--- src/rtl/fpu_wb_arbiter.sv ---
// Arbitrates FPU ALU results and FP load data onto the single FP register-file write port, and holds fflags/frm.
// Latency: one cycle from handshake to f_wen/f_rd/f_w_data; readies are combinational from the valids.
// Backpressure: wb_stall or reset holds both readies low; a contested cycle goes to the requester named by prio.
module fpu_wb_arbiter #(
  parameter int DATA_W = 32
) (
  input  logic              clk,
  input  logic              nrst,
  input  logic              alu_valid,
  output logic              alu_ready,
  input  logic [4:0]        alu_rd,
  input  logic [DATA_W-1:0] alu_data,
  input  logic [4:0]        alu_flags,
  input  logic              ld_valid,
  output logic              ld_ready,
  input  logic [4:0]        ld_rd,
  input  logic [DATA_W-1:0] ld_data,
  input  logic              wb_stall,
  input  logic              csr_we,
  input  logic [1:0]        csr_sel,
  input  logic [7:0]        csr_wdata,
  output logic              f_wen,
  output logic [4:0]        f_rd,
  output logic [DATA_W-1:0] f_w_data,
  output logic [4:0]        f_flags,
  output logic [2:0]        f_frm_out
);

  typedef struct packed {
    logic [4:0]        rd;
    logic [DATA_W-1:0] data;
  } wb_t;

  logic       prio;
  logic       grant_alu;
  logic       grant_ld;
  logic       port_free;
  wb_t        wb_next;
  logic [4:0] flags_next;
  logic [2:0] frm_next;

  assign port_free = nrst && !wb_stall;

  // prio only matters when both requesters are valid in the same cycle
  always_comb begin
    grant_alu = 1'b0;
    grant_ld  = 1'b0;
    if (port_free) begin
      if (alu_valid && ld_valid) begin
        grant_alu = !prio;
        grant_ld  = prio;
      end else begin
        grant_alu = alu_valid;
        grant_ld  = ld_valid;
      end
    end
  end

  assign alu_ready = grant_alu;
  assign ld_ready  = grant_ld;

  always_comb begin
    wb_next.rd   = f_rd;
    wb_next.data = f_w_data;
    if (grant_alu) begin
      wb_next.rd   = alu_rd;
      wb_next.data = alu_data;
    end else if (grant_ld) begin
      wb_next.rd   = ld_rd;
      wb_next.data = ld_data;
    end
  end

  // fcsr packs frm in [7:5]; a bare frm write takes it from [2:0]
  always_comb begin
    flags_next = f_flags;
    frm_next   = f_frm_out;
    if (csr_we) begin
      case (csr_sel)
        2'b01: flags_next = csr_wdata[4:0];
        2'b10: frm_next   = csr_wdata[2:0];
        2'b11: begin
          flags_next = csr_wdata[4:0];
          frm_next   = csr_wdata[7:5];
        end
        default: ;
      endcase
    end
    if (grant_alu) flags_next = flags_next | alu_flags;
  end

  always_ff @(posedge clk or negedge nrst) begin
    if (!nrst) begin
      f_wen     <= 1'b0;
      f_rd      <= '0;
      f_w_data  <= '0;
      f_flags   <= '0;
      f_frm_out <= '0;
      prio      <= 1'b0;
    end else begin
      f_wen     <= grant_alu || grant_ld;
      f_rd      <= wb_next.rd;
      f_w_data  <= wb_next.data;
      f_flags   <= flags_next;
      f_frm_out <= frm_next;
      if (grant_alu)     prio <= 1'b1;
      else if (grant_ld) prio <= 1'b0;
    end
  end

endmodule

--- config.mk ---
export PLATFORM = sky130hd
export DESIGN_NAME = fpu_wb_arbiter
export DESIGN_NICKNAME = d
export VERILOG_FILES = /design/src/rtl/fpu_wb_arbiter.sv
export SDC_FILE = /design/constraint.sdc
export NUM_CORES = 1
export LEC_CHECK = 0
export BUFFER_PORTS_ARGS = -buffer_cell sky130_fd_sc_hd__buf_2
export CAP_MARGIN = 20
export CORE_MARGIN = 1
export CORE_UTILIZATION = 39
export CTS_BUF_LIST = sky130_fd_sc_hd__clkbuf_2 sky130_fd_sc_hd__clkbuf_4 sky130_fd_sc_hd__clkbuf_8
export DETAILED_ROUTE_END_ITERATION = 7
export PLACE_DENSITY = 0.72
export REMOVE_ABC_BUFFERS = 1
export SYNTH_ARGS = -nofsm -noshare
export SYNTH_HDL_FRONTEND = slang
export SYNTH_SLANG_ARGS = --single-unit
--- constraint.sdc ---
create_clock -name clk -period 1.6 [get_ports clk]
set_input_delay 0.4 -clock clk [delete_from_list [all_inputs] [get_ports clk]]
set_output_delay 0.4 -clock clk [all_outputs]
set_load 0.05 [all_outputs]
==> results of run 1 <==
[through the flow]
step                      setup TNS, ns  area [sq um]
after global routing            -0.0147          3510
after detailed placement              0          3370
final                                 0          3510
after floorplan                  -22.52          2380
after CTS                             0          3490
after global placement                0          3370
[cell usage in the layout (no fill, tap or decap), types with 2 or more instances in the layout]
| cell type | netlist | routed |
|---|---|---|
| sky130_fd_sc_hd__buf_2 | 11 | 140 |
| sky130_fd_sc_hd__a221o_1 | 42 | 42 |
| sky130_fd_sc_hd__a21oi_1 | 4 | 4 |
| sky130_fd_sc_hd__and3_1 | 5 | 5 |
| sky130_fd_sc_hd__nor2_1 | 3 | 3 |
| sky130_fd_sc_hd__dfrtp_1 | 47 | 47 |
| sky130_fd_sc_hd__clkbuf_8 | 0 | 6 |
| sky130_fd_sc_hd__nand2_1 | 2 | 2 |
| sky130_fd_sc_hd__buf_12 | 0 | 4 |
| sky130_fd_sc_hd__and4_1 | 36 | 36 |
| sky130_fd_sc_hd__inv_1 | 2 | 2 |
| sky130_fd_sc_hd__mux2i_1 | 3 | 3 |
| sky130_fd_sc_hd__nor3b_1 | 37 | 37 |
| sky130_fd_sc_hd__buf_4 | 2 | 14 |
[what timing repair did]
action	in CTS	in global routing
gates resized for setup	1	5
gates cloned	0	0
setup endpoints to repair	1	2
pin swaps	0	0
[flip-flops by register name, summed over array words and instances, names as in the netlist]
| register | count |
|---|---|
| prio | 1 |
| f_rd | 5 |
| f_w_data | 32 |
| f_flags | 5 |
| f_wen | 1 |
| f_frm_out | 3 |
[final cells by class]
cell class              instances  area share
inverters                       3     0.00321
clock buffers                   6      0.0235
clock inverters                 2     0.00998
well taps                      77      0.0274
repair buffers                159       0.257
flip-flops and latches         47       0.335
multi-input cells             141       0.344
[worst paths after layout]
kind,startpoint,to,cells after the start
max,nrst,ld_ready,5
min,alu_flags[3],f_flags[3]$_DFF_PN0_,2
max reg2reg,prio$_DFFE_PN0P_,f_w_data[25]$_DFFE_PN0P_,4
min reg2reg,f_w_data[13]$_DFFE_PN0P_,f_w_data[13]$_DFFE_PN0P_,1
max in group asynchronous,nrst,f_w_data[30]$_DFFE_PN0P_,3
min in group asynchronous,nrst,f_w_data[6]$_DFFE_PN0P_,3
[kinds of logic (layout without fill, tap and decap cells)]
logic type | count (synthesis) | count (layout)
and+or+nand+nor | 90 | 90
AOI/OAI and AO/OA | 48 | 48
DFF | 47 | 47
buffers and inverters | 32 | 170
muxes | 3 | 3
[layer usage]
metal	GRT usage	vias to the layer above	share of wire
met2	0.368	107	0.48
li1	-	1165	-
met5	0	-	0
met1	0.271	1200	0.44
met3	0.0646	8	0.078
met4	0.0508	0	0.0069
[power groups by stage]
| stage | logic, W | clock network (W) | registers (W) |
|---|---|---|---|
| global placement | 0.00157 | 0 | 0.00153 |
| CTS | 0.00158 | 0.000937 | 0.00152 |
| global route | 0.00166 | 0.000982 | 0.00154 |
| finish | 0.00158 | 0.000922 | 0.00152 |
| detailed placement | 0.00159 | 0 | 0.00153 |
| floorplan | 0.000333 | 0 | 0.00226 |
[critical path, delay by kind of cell]
kind / cells / cell delay, ns
AOI/OAI and AO/OA: 1 / 0.14
buffers and inverters: 2 / 0.33
and+or+nand+nor: 2 / 0.28
==> impl_metrics.json, run 1 <==
{
  "worst_setup_path_end_kind": "output pin",
  "yosys_warnings": 0,
  "grt_first_pass_wirelength_um": 12200,
  "synth-seq-cells": 47,
  "drt_pass_1_iters": 4,
  "hold_buf_cts": 0,
  "num-nets-final": 452,
  "cts_made_buffers": 5,
  "post-route-min-period_ns": 1.55,
  "cts_max_level": 2,
  "routed_wire_length_per_instance_um": 17.3,
  "synthXorXnorAreaFrac": 0,
  "critical_path_required_ns": 1.20,
  "ioPinCount": 143,
  "worstSkewPairLatency_ns": 0.30,
  "leakage_dissipation_nw": 1.72,
  "clock-sinks": 47,
  "core_sq_um": 6390,
  "synth.top_cell.area_share": 0.455,
  "gp_congestion": 0.832,
  "final_min_period_over_clock_period": 0.969,
  "synth_top_cells_by_count": "sky130_fd_sc_hd__dfrtp_1 (47), sky130_fd_sc_hd__a221o_1 (42), sky130_fd_sc_hd__nor3b_1 (37)",
  "clkSlewWorstSetupHoldPaths_ns": 0.08,
  "multi_input_logic_area_sq_um": 1210,
  "finish.cell_count_without_fillers": 435,
  "setup_violations": 0,
  "detailed_place_hpwl_um": 5130,
  "p_int_w": 0.00239,
  "synth-adder-area-share": 0,
  "grt_remaining_overflow": 0,
  "synth-edff-count": 0,
  "max_clock_freq_ghz": 0.645,
  "post_synth_num_cell_types": 25,
  "worst_hold_slack_ns": 0.329,
  "layout.core_utilization": 0.550,
  "final_antenna_violating_net_count": 0,
  "std_cell_rows": 29,
  "number_of_setup_buffers_added_after_cts": 0,
  "power.switching_fraction": 0.407,
  "via_count": 2480,
  "critPathKind": "in2out",
  "synth_area_per_cell_sq_um": 11.7,
  "area_fraction_in_and_or_nand_and_nor_cells_after_synthesis": 0.274,
  "grt_setup_unrepaired": "yes",
  "final-hold-violation-count": 0,
  "yosys_most_used_dff": "sky130_fd_sc_hd__dfrtp_1",
  "power_frac_comb": 0.393,
  "number_of_antenna_cells_inserted": 0,
  "synth.mux.area_fraction": 0.0116,
  "largest_family_of_logic_cells_by_synthesized_area": "simple AND/OR/NAND/NOR gates",
  "critical_path_peak_fanout": 5,
  "timing_max_transition_violations_final": 0,
  "synth.yosys.seq_area_share": 0.455,
  "drc_violation_count_after_routing": 0,
  "slew-limit-headroom": 0.596,
  "worst_pin_slew_ns": 0.606,
  "p_sw_w": 0.00164,
  "final_layout_size_suffix_gt1_frac": 0.486,
  "outcome": "complete, no violations",
  "power.share.clock": 0.229,
  "dpl_worst_slack_ns": 0.0244,
  "count_of_fill_cells_added_during_filler_insertion": 590,
  "power.density_nw_per_um2": 1140,
  "route.final.wire_length_um": 7520,
  "clk_path_buf_depth": 2,
  "antenna_violations_before_repair": 0,
  "clock-skew-final_ns": 0.00881,
  "maxCapViolCount": 0,
  "number_of_global_route_vias_before_repair": 2608,
  "critical-path-slowest-cell": "sky130_fd_sc_hd__buf_4",
  "place_inst": 427,
  "die_x_um": 83.4,
  "asyncSetResetFlopFracSynth": 1.00,
  "fp.dieArea_sq_um": 6960,
  "cts_root_buffer": "sky130_fd_sc_hd__clkbuf_8",
  "dr.first_iter.drc_count": 126,
  "grt_util_all_layers": 0.216,
  "synth.largest_area_cell": "sky130_fd_sc_hd__dfrtp_1",
  "worst-endpoint-arrival_ns": 1.15,
  "area_growth_pct": 35.9,
  "place.port_buffers": 142,
  "hold_path_class": "in2reg",
  "ir_drop_uv": 611,
  "netlist_instances": 220,
  "die_height_um": 83.4,
  "p_total_w": 0.00402,
  "critical-path-max-stage-delay_ns": 0.22,
  "final-seq-area_sq_um": 1180,
  "top_count_cell_post_synth": "sky130_fd_sc_hd__dfrtp_1",
  "synthesis.area_sq_um": 2580,
  "final_critical_path_setup_slack_ns": 0.0489,
  "initial_utilization": 0.405,
  "post_drt_via_cell_ratio": 5.70,
  "share_of_total_power_in_sequential_cells": 0.377,
  "tritoncts": "built",
  "setup.reg_to_reg.worst_slack_ns": 0.27,
  "ys_top_cells_by_area": "sky130_fd_sc_hd__dfrtp_1 (45%), sky130_fd_sc_hd__a221o_1 (16%), sky130_fd_sc_hd__and4_1 (12%), sky130_fd_sc_hd__nor3b_1 (11%), sky130_fd_sc_hd__buf_6 (4.4%)",
  "startpoint_type": "input pin",
  "synth-compound-area-share": 0.175,
  "cp_cell_sequence": "buf_2, nor2b_4, nand2_1, a21oi_1, buf_4",
  "maximum_number_of_pins_on_one_net_before_global_route_repair": 48
}
Note: power is estimated with default switching activity, not from simulation.
==> run 2, diff against run 1 <==
RECOVER_POWER = 50   (was unset)
==> run 2 against run 1 <==
Against the previous run: non-clock buffer count unchanged; count of clock-buffer cells in the layout unchanged; routed wire length fell by 0.21%; flip-flop and latch count is the same; register-to-register slack hardly changed; clock power about the same; core utilization fell by 0.059 points; cell area fell by 0.11%; fmax about the same; die area stayed put; worst hold slack about the same.
==> impl_metrics.json, run 2 (synthesized netlist as in run 1, its figures left out) <==
{
  "critical-path-slowest-cell": "sky130_fd_sc_hd__buf_4",
  "drt_pass_1_iters": 4,
  "clkSlewWorstSetupHoldPaths_ns": 0.08,
  "grt_remaining_overflow": 0,
  "power.density_nw_per_um2": 1150,
  "route.final.wire_length_um": 7510,
  "drc_violation_count_after_routing": 0,
  "detailed_place_hpwl_um": 5130,
  "number_of_setup_buffers_added_after_cts": 0,
  "grt_first_pass_wirelength_um": 12200,
  "startpoint_type": "input pin",
  "via_count": 2474,
  "slew-limit-headroom": 0.210,
  "initial_utilization": 0.405,
  "clk_path_buf_depth": 2,
  "place_inst": 427,
  "largest_register_ffs": 32,
  "die_height_um": 83.4,
  "final_layout_size_suffix_gt1_frac": 0.483,
  "clock-sinks": 47,
  "die_x_um": 83.4,
  "cp_cell_sequence": "buf_2, nor2b_4, nand2_1, a21oi_1, buf_4",
  "cts_made_buffers": 5,
  "antenna_violations_before_repair": 0,
  "post-route-min-period_ns": 1.55,
  "worstSkewPairLatency_ns": 0.30,
  "ioPinCount": 143,
  "layout.cells.most_common": "sky130_fd_sc_hd__buf_2",
  "ir_drop_uv": 611,
  "fp.dieArea_sq_um": 6960,
  "maximum_number_of_pins_on_one_net_before_global_route_repair": 48,
  "p_total_w": 0.00402,
  "path_buf_inv": 2,
  "critical_path_peak_fanout": 5,
  "core_sq_um": 6390,
  "num-nets-final": 452,
  "cts_root_buffer": "sky130_fd_sc_hd__clkbuf_8",
  "grt_util_all_layers": 0.216,
  "reg.largest.list": "f_w_data (32), f_flags (5), f_rd (5)",
  "leakage_dissipation_nw": 1.71,
  "worst_path_dominant_cell_family": "buffers and inverters",
  "area_growth_pct": 35.7,
  "gp_congestion": 0.832,
  "maxCapViolCount": 0,
  "final_min_period_over_clock_period": 0.969,
  "critPathKind": "in2out",
  "count_of_fill_cells_added_during_filler_insertion": 590,
  "mostFrequentLayoutCells": "sky130_fd_sc_hd__buf_2 (139), sky130_fd_sc_hd__dfrtp_1 (47), sky130_fd_sc_hd__a221o_1 (42)",
  "number_of_antenna_cells_inserted": 0,
  "critical-path-max-stage-delay_ns": 0.22,
  "routed_wire_length_per_instance_um": 17.3,
  "worst_setup_path_end_kind": "output pin",
  "postCtsResizedCells": 1,
  "timing_max_transition_violations_final": 0,
  "critical_path_required_ns": 1.20,
  "cts_max_level": 2,
  "setup_violations": 0,
  "final-hold-violation-count": 0,
  "std_cell_rows": 29,
  "number_of_global_route_vias_before_repair": 2608,
  "worst_pin_slew_ns": 1.18,
  "post_drt_via_cell_ratio": 5.69,
  "top_register_by_number_of_flip_flops": "f_w_data",
  "hold_path_class": "in2reg",
  "hold_buf_cts": 0,
  "outcome": "complete, no violations",
  "max_clock_freq_ghz": 0.645,
  "finish.cell_count_without_fillers": 435,
  "worst-endpoint-arrival_ns": 1.15,
  "final_antenna_violating_net_count": 0,
  "layout.core_utilization": 0.549,
  "place.port_buffers": 142,
  "tritoncts": "built",
  "clock-skew-final_ns": 0.00869,
  "dr.first_iter.drc_count": 125,
  "grt_setup_unrepaired": "yes"
}
==> run 2: changes by cell type in the layout (fill, tap and decap cells not counted) <==
| cell | before | now |
|---|---|---|
| sky130_fd_sc_hd__and2_0 | 0 | 1 |
| sky130_fd_sc_hd__and2_1 | 1 | 0 |
| sky130_fd_sc_hd__buf_2 | 140 | 139 |
| sky130_fd_sc_hd__buf_4 | 14 | 13 |
| sky130_fd_sc_hd__clkbuf_1 | 0 | 1 |
| sky130_fd_sc_hd__clkbuf_2 | 0 | 1 |
==> run 2: worst paths after layout <==
kind	start	to	slack, ns	cells after the start
worst min register to register	f_w_data[8]$_DFFE_PN0P_	f_w_data[8]$_DFFE_PN0P_	0.51	1
worst max-delay path	nrst	ld_ready	0.05	5
worst max register to register	prio$_DFFE_PN0P_	f_w_data[25]$_DFFE_PN0P_	0.27	4
max in group asynchronous	nrst	f_w_data[30]$_DFFE_PN0P_	0.33	3
worst min-delay path	alu_flags[3]	f_flags[3]$_DFF_PN0_	0.33	2
min in group asynchronous	nrst	f_w_data[6]$_DFFE_PN0P_	0.56	3
==> run 2: per-stage QoR <==
stage          instance area (sq um)  worst slack (ns)  setup TNS, ns  hold WS [ns]
2_1_floorplan                   2380            -0.511         -22.52         0.104
3_3_place_gp                    3370            0.0182              0         0.491
3_5_place_dp                    3370            0.0244              0         0.491
4_1_cts                         3490          0.000467              0         0.320
6_report                        3510            0.0490              0         0.329
5_1_grt                         3510           -0.0108        -0.0147         0.324
==> run 2: final cells by class <==
| class | instances | area [sq um] | share of cell area |
|---|---|---|---|
| Sequential cell | 47 | 1180 | 0.335 |
| Clock buffer | 6 | 82.6 | 0.0235 |
| Timing Repair Buffer | 159 | 897 | 0.256 |
| Multi-Input combinational cell | 141 | 1210 | 0.345 |
| Inverter | 3 | 11.3 | 0.00321 |
| Clock inverter | 2 | 35.0 | 0.00999 |
| Tap cell | 77 | 96.3 | 0.0275 |
==> run 2: report_power, final <==
group | internal [W] | switching (W) | leakage (nW)
Sequential | 0.00140 | 0.000121 | 0.562
Combinational | 0.000481 | 0.00110 | 1.09
Clock | 0.000506 | 0.000416 | 0.0612
Total | 0.00238 | 0.00164 | 1.71
==> run 2: per-layer routing <==
| layer | share of wire | GRT usage | up-vias |
|---|---|---|---|
| li1 | - | - | 1162 |
| met1 | 0.44 | 0.271 | 1188 |
| met2 | 0.47 | 0.368 | 114 |
| met3 | 0.079 | 0.0646 | 10 |
| met4 | 0.0083 | 0.0508 | 0 |
| met5 | 0 | 0 | - |
